File: src/rtl/lcd_pkg.sv
// Shared types and constants for the HD44780 byte writer.
// The init command table and the long-wait classifier live here.
package lcd_pkg;

  typedef enum logic [2:0] {
    S_POWERUP,
    S_INIT,
    S_SETUP,
    S_EN_HI,
    S_HOLD,
    S_WAIT,
    S_IDLE
  } lcd_state_t;

  localparam int LCD_CNT_W = 20;
  localparam int LCD_INIT_LEN = 4;

  localparam logic [7:0] LCD_CMD_FUNC_SET = 8'h38;
  localparam logic [7:0] LCD_CMD_DISP_ON  = 8'h0C;
  localparam logic [7:0] LCD_CMD_CLEAR    = 8'h01;
  localparam logic [7:0] LCD_CMD_ENTRY    = 8'h06;

  function automatic logic [7:0] lcd_init_rom(
    input logic [1:0] idx
  );
    logic [7:0] b;
    case (idx)
      2'd0:    b = LCD_CMD_FUNC_SET;
      2'd1:    b = LCD_CMD_DISP_ON;
      2'd2:    b = LCD_CMD_CLEAR;
      default: b = LCD_CMD_ENTRY;
    endcase
    return b;
  endfunction

  // clear (0x01) and home (0x02/0x03) need the long settle time
  function automatic logic lcd_long_wait(
    input logic       rs,
    input logic [7:0] data
  );
    return !rs && (data[7:2] == 6'd0) && (data != 8'd0);
  endfunction

endpackage

File: src/rtl/lcd_byte_writer_delay.sv
// Loadable down-counter shared by every timed state of the writer.
// Loading N yields exactly N cycles until done.
module lcd_delay_counter
  import lcd_pkg::*;
#(
  parameter logic [LCD_CNT_W-1:0] RST_VAL = '0
) (
  input  logic                 clk,
  input  logic                 rst,
  input  logic                 load,
  input  logic [LCD_CNT_W-1:0] len,
  output logic [LCD_CNT_W-1:0] value,
  output logic                 done
);

  always_ff @(posedge clk or posedge rst) begin
    if (rst) begin
      value <= RST_VAL;
    end else if (load) begin
      value <= len - 1'b1;
    end else if (value != '0) begin
      value <= value - 1'b1;
    end
  end

  assign done = (value == '0);

endmodule

File: src/rtl/lcd_byte_writer.sv
// HD44780 write engine: power-up init, then one timed bus write per byte.
// Define LCD_WR_COUNT_EN to add the saturating wr_count output.
module lcd_byte_writer
  import lcd_pkg::*;
#(
  parameter int unsigned POWERUP_CYC    = 750000,
  parameter int unsigned SETUP_CYC      = 2,
  parameter int unsigned EN_HIGH_CYC    = 25,
  parameter int unsigned HOLD_CYC       = 2,
  parameter int unsigned CMD_WAIT_CYC   = 2000,
  parameter int unsigned CLEAR_WAIT_CYC = 82000
) (
  input  logic       CLOCK_50,
  input  logic       reset,
  input  logic       in_valid,
  output logic       in_ready,
  input  logic       in_rs,
  input  logic [7:0] in_data,
  output logic       init_done,
  output logic [7:0] LCD_DATA,
  output logic       LCD_EN,
  output logic       LCD_RW,
  output logic       LCD_RS,
  output logic       LCD_ON,
  output logic       LCD_BLON
`ifdef LCD_WR_COUNT_EN
  ,
  output logic [15:0] wr_count
`endif
);

  localparam logic [LCD_CNT_W-1:0] PWR_LEN = LCD_CNT_W'(POWERUP_CYC);
  localparam logic [LCD_CNT_W-1:0] SET_LEN = LCD_CNT_W'(SETUP_CYC);
  localparam logic [LCD_CNT_W-1:0] ENH_LEN = LCD_CNT_W'(EN_HIGH_CYC);
  localparam logic [LCD_CNT_W-1:0] HLD_LEN = LCD_CNT_W'(HOLD_CYC);
  localparam logic [LCD_CNT_W-1:0] CMD_LEN = LCD_CNT_W'(CMD_WAIT_CYC);
  localparam logic [LCD_CNT_W-1:0] CLR_LEN = LCD_CNT_W'(CLEAR_WAIT_CYC);

  lcd_state_t state, state_nx;

  logic                 cnt_load;
  logic [LCD_CNT_W-1:0] cnt_len;
  logic [LCD_CNT_W-1:0] cnt_val;
  logic                 cnt_done;
  logic [1:0]           idx;
  logic                 take;
  logic                 rom_load;
  logic                 init_step;
  logic                 init_fin;

  assign take     = in_valid && in_ready;
  assign LCD_RW   = 1'b0;
  assign LCD_BLON = 1'b0;

  lcd_delay_counter #(
    .RST_VAL(PWR_LEN - 1'b1)
  ) u_delay (
    .clk  (CLOCK_50),
    .rst  (reset),
    .load (cnt_load),
    .len  (cnt_len),
    .value(cnt_val),
    .done (cnt_done)
  );

  always_comb begin
    state_nx  = state;
    cnt_load  = 1'b0;
    cnt_len   = SET_LEN;
    rom_load  = 1'b0;
    init_step = 1'b0;
    init_fin  = 1'b0;
    case (state)
      S_POWERUP: begin
        // counter comes out of reset preloaded with the power-up delay
        if (cnt_val == '0) state_nx = S_INIT;
      end
      S_INIT: begin
        state_nx = S_SETUP;
        cnt_load = 1'b1;
        cnt_len  = SET_LEN;
        rom_load = 1'b1;
      end
      S_SETUP: begin
        if (cnt_done) begin
          state_nx = S_EN_HI;
          cnt_load = 1'b1;
          cnt_len  = ENH_LEN;
        end
      end
      S_EN_HI: begin
        if (cnt_done) begin
          state_nx = S_HOLD;
          cnt_load = 1'b1;
          cnt_len  = HLD_LEN;
        end
      end
      S_HOLD: begin
        if (cnt_done) begin
          state_nx = S_WAIT;
          cnt_load = 1'b1;
          cnt_len  = lcd_long_wait(LCD_RS, LCD_DATA)
                   ? CLR_LEN : CMD_LEN;
        end
      end
      S_WAIT: begin
        if (cnt_done) begin
          if (init_done) begin
            state_nx = S_IDLE;
          end else if (idx == 2'(LCD_INIT_LEN - 1)) begin
            state_nx = S_IDLE;
            init_fin = 1'b1;
          end else begin
            state_nx  = S_INIT;
            init_step = 1'b1;
          end
        end
      end
      S_IDLE: begin
        if (take) begin
          state_nx = S_SETUP;
          cnt_load = 1'b1;
          cnt_len  = SET_LEN;
        end
      end
      default: state_nx = S_POWERUP;
    endcase
  end

  always_ff @(posedge CLOCK_50 or posedge reset) begin
    if (reset) begin
      state     <= S_POWERUP;
      idx       <= '0;
      init_done <= 1'b0;
      in_ready  <= 1'b0;
      LCD_EN    <= 1'b0;
      LCD_ON    <= 1'b0;
      LCD_RS    <= 1'b0;
      LCD_DATA  <= '0;
    end else begin
      state    <= state_nx;
      LCD_ON   <= 1'b1;
      LCD_EN   <= (state_nx == S_EN_HI);
      in_ready <= (state == S_IDLE) && !take;
      if (rom_load) begin
        LCD_RS   <= 1'b0;
        LCD_DATA <= lcd_init_rom(idx);
      end else if (take) begin
        LCD_RS   <= in_rs;
        LCD_DATA <= in_data;
      end
      if (init_step) idx <= idx + 2'd1;
      if (init_fin) init_done <= 1'b1;
    end
  end

`ifdef LCD_WR_COUNT_EN
  always_ff @(posedge CLOCK_50 or posedge reset) begin
    if (reset) begin
      wr_count <= '0;
    end else if (state == S_EN_HI && state_nx != S_EN_HI
                 && wr_count != 16'hFFFF) begin
      wr_count <= wr_count + 16'd1;
    end
  end
`endif

endmodule

File: config.mk
export PLATFORM = sky130hd
export DESIGN_NAME = lcd_byte_writer
export DESIGN_NICKNAME = d
export VERILOG_FILES = /design/src/rtl/lcd_pkg.sv /design/src/rtl/lcd_byte_writer_delay.sv /design/src/rtl/lcd_byte_writer.sv
export SDC_FILE = /design/constraint.sdc
export NUM_CORES = 1
export LEC_CHECK = 0
export CAP_MARGIN = 10
export CELL_PAD_IN_SITES_DETAIL_PLACEMENT = 1
export CELL_PAD_IN_SITES_GLOBAL_PLACEMENT = 1
export CORE_MARGIN = 2
export CORE_UTILIZATION = 46
export CTS_CLUSTER_SIZE = 14
export DETAILED_ROUTE_END_ITERATION = 16
export GPL_TIMING_DRIVEN = 0
export HOLD_SLACK_MARGIN = 0.05
export PLACE_DENSITY_LB_ADDON = 0.05
export SLEW_MARGIN = 10
export SYNTH_ARGS = -nofsm -noshare
export SYNTH_HDL_FRONTEND = slang
export SYNTH_SLANG_ARGS = --single-unit
File: constraint.sdc
create_clock -name CLOCK_50 -period 4.47 [get_ports CLOCK_50]
set_input_delay 0.6705 -clock CLOCK_50 [delete_from_list [all_inputs] [get_ports CLOCK_50]]
set_output_delay 0.6705 -clock CLOCK_50 [all_outputs]
set_load 0.02 [all_outputs]
==> results.toml <==
[outcome]
outcome = "finished clean"

[floorplanning]
start_util = 0.482
coreArea_sq_um = 4750
die_w_um = 74.6
die_area_sq_um = 5560
io_pins = 27
die_h_um = 74.6
num_rows = 25

[sta]
rsz0062_at_grt = "false"
finalClockSkew_ps = 4.97
setup_slack_ps = 1270
slew_headroom = 0.603
min_period_over_period = 0.717
setup_viol = 0
fin_crit_ps = 3200
maxSlewViolCount = 0
finalSetupTns_ps = 0
final-hold-violation-count = 0
max_clock_freq_mhz = 312
worstMarginPinSlew_ps = 593

[flow_run]
maxCapViolations = 0

[drt]
route.detailed.drc = 0
num_vias = 2040
drtIter0Drc = 104
firstDrtPassIters = 4
ant_nets = 0
wl_per_cell_um = 17.8
viasPerCell = 5.71
routed_wl_mm = 6.37

[cells_and_area]
stdcell_count = 357
multiInputGateArea_sq_um = 1220
fillers = 559
final_core_util = 0.574
regArea_sq_um = 967
fin_area_sq_um = 2730
nets = 309
antennaDiodeCount = 0
syn2layout_area_growth_pct = 19.2
drive_above_1_share = 0.124

[logic_synthesis]
synth_area_sq_um = 2290
synth-async-reset-ratio = 1.00
syn_inst = 256
synth-edff-count = 0
yosysWarnings = 0
ys_seq_area_frac = 0.422
synth.distinct_cells = 47
synth_ff_type = "dfrtp_1"
avgSynthCellArea_sq_um = 8.94
synth-seq-cells = 38

[clocking]
postCtsSetupRepairBufs = 0
clk_pin_slew_ps = 70
cts.sinks = 38
clockBufferDepth = 2
cts.repair.resized = 0
ctsHoldBuffers = 0
cts_tree = "done"
cts_made_buffers = 5
cts_max_level = 2
worstSkewPairLatency_ps = 290
cts-root-buf = "clkbuf_8"

[global_routing]
first_global_vias = 2168
grt_overflow_total = 0
grt_max_degree = 35
grt.total_usage = 0.250
antenna_found_initial = 0
grt_pass1_wl_mm = 10.4

[critical_path]
cp.arrival_ps = 3360
cp.required_ps = 4630
cp-startpoint = "u_delay.value[6]"
startpoint_type = "register"
r2r-start = "u_delay.value[6]"
worst_setup_path_end_kind = "register"
critPathMaxFanout = 10
reg2reg_depth = 9
reg2reg_slack_ps = 1270
timing.rr.end = "u_delay.value[10]"
crit_type = "reg -> reg"

[placement]
io_buffers = 24
dpl.hpwl_mm = 4.76
dp_slack_ps = 1300
place.gp.congestion = 0.852
place_area_sq_um = 2640
placedCellCount = 349

[worst_hold_path]
hold-path-endpoint = "u_delay.value[13]"
hold_path.class = "reg -> reg"
whs_path_depth = 2
hp-start = "u_delay.value[13]"

[power]
vdd_drop_max_uv = 172
p_per_area_nw_per_um2 = 237
p_leak_nw = 1.09
==> how the worst max path moves through the flow <==
stage | endpoint | slack (ps) | cells after the start
6_report | u_delay.value[10] | 1270 | 9
2_1_floorplan | u_delay.value[10] | 1720 | 9
5_1_grt | u_delay.value[10] | 1190 | 9
3_5_place_dp | u_delay.value[10] | 1300 | 9
4_1_cts | u_delay.value[10] | 1280 | 9
3_3_place_gp | u_delay.value[10] | 1390 | 9
==> layout by cell type (no fill, tap or decap), types with 3 or more instances in the layout <==
| cell type | count |
|---|---|
| nor2_1 | 25 |
| o22ai_1 | 3 |
| dfrtp_1 | 25 |
| or4_1 | 6 |
| a21o_1 | 3 |
| or3_1 | 5 |
| inv_1 | 9 |
| nor4_1 | 9 |
| nand3_1 | 4 |
| clkbuf_1 | 10 |
| clkdlybuf4s50_1 | 24 |
| clkbuf_8 | 6 |
| conb_1 | 3 |
| a21oi_1 | 14 |
| xor2_1 | 3 |
| ha_1 | 8 |
| o31ai_1 | 8 |
| or2_2 | 4 |
| o21ai_0 | 8 |
| nor3_1 | 11 |
| buf_2 | 3 |
| xnor2_1 | 13 |
| nand2_1 | 27 |
| nand2b_1 | 5 |
| mux2i_1 | 4 |
| a31oi_1 | 6 |
| dfstp_2 | 13 |
==> sequential cells by signal, summed over array words and instances (netlist names) <==
register       count
LCD_EN             1
LCD_ON             1
idx                2
in_ready           1
LCD_DATA           8
init_done          1
state              3
u_delay.value     20
LCD_RS             1
==> critical path, stage by stage, from the launching register on <==
cell and delay [ps]:
dfrtp_1 440, or4_1 520, buf_2 180, or3_4 390, buf_2 210, or3_1 440, ha_1 300, o31a_1 150
o22ai_1 300, o31ai_1 120
==> cells by family after synthesis <==
logic type | count (synthesis) | synth area share
AND/OR/NAND/NOR | 109 | 0.248
AO/OA/AOI/OAI | 53 | 0.150
flip-flops | 38 | 0.422
buffers and inverters | 24 | 0.0443
XOR/XNOR | 16 | 0.0612
adder cells (fa/ha/maj) | 8 | 0.0437
multiplexers | 6 | 0.0273
other | 2 | 0.00328
==> layer usage <==
| layer | global-route usage | vias up | wire length [um] |
|---|---|---|---|
| met5 | 0 | - | 0 |
| met4 | 0.0933 | 0 | 100 |
| met3 | 0.0488 | 9 | 272 |
| met2 | 0.443 | 52 | 3300 |
| met1 | 0.299 | 1002 | 2690 |
| li1 | - | 977 | - |
==> area by class of cell <==
class | instances | share of cell area
clock inverters | 1 | 0.00183
flip-flops and latches | 38 | 0.354
plain buffers | 14 | 0.0234
clock buffers | 7 | 0.0316
repair buffers | 25 | 0.0954
multi-input cells | 195 | 0.449
well taps | 67 | 0.0307
inverters | 10 | 0.0138
==> synth_stat cells, types with 2 or more instances <==
cell      instances  area share
buf_2             3      0.0066
nand4b_1          2      0.0077
xnor2_1          13       0.050
o22ai_1           3      0.0082
a31oi_1           6       0.016
a21o_1            3      0.0098
a21oi_1          14       0.031
dfrtp_1          25        0.27
buf_4             2      0.0066
mux2_2            2      0.0098
nand2b_1          5       0.014
mux2i_1           4       0.017
clkbuf_1          9       0.015
o21ai_0           8       0.017
conb_1            2      0.0033
and3_1            2      0.0055
xor2_1            3       0.011
a221oi_1          2      0.0077
nand2_1          27       0.044
nor2_1           25       0.041
inv_1            10       0.016
nor4_1            9       0.025
o31ai_1           8       0.026
or3_1             5       0.014
dfstp_2          13        0.15
nor3_1           11       0.024
or4_1             6       0.020
a211o_1           2      0.0077
or2_2             4       0.011
ha_1              8       0.044
nand3_1           4      0.0087
==> through the flow <==
step	power, mW	hold slack [ps]
6_report	0.646	527
2_1_floorplan	0.379	493
4_1_cts	0.655	530
3_3_place_gp	0.403	508
5_1_grt	0.674	548
3_5_place_dp	0.406	519
==> report_power, final <==
group	leakage, nW	switching (mW)	internal [mW]	total, mW
clock network	0.0482	0.123	0.125	0.248
logic	0.585	0.0219	0.0233	0.0452
registers	0.455	0.00402	0.349	0.354
Note: power is estimated with default switching activity, not from simulation.
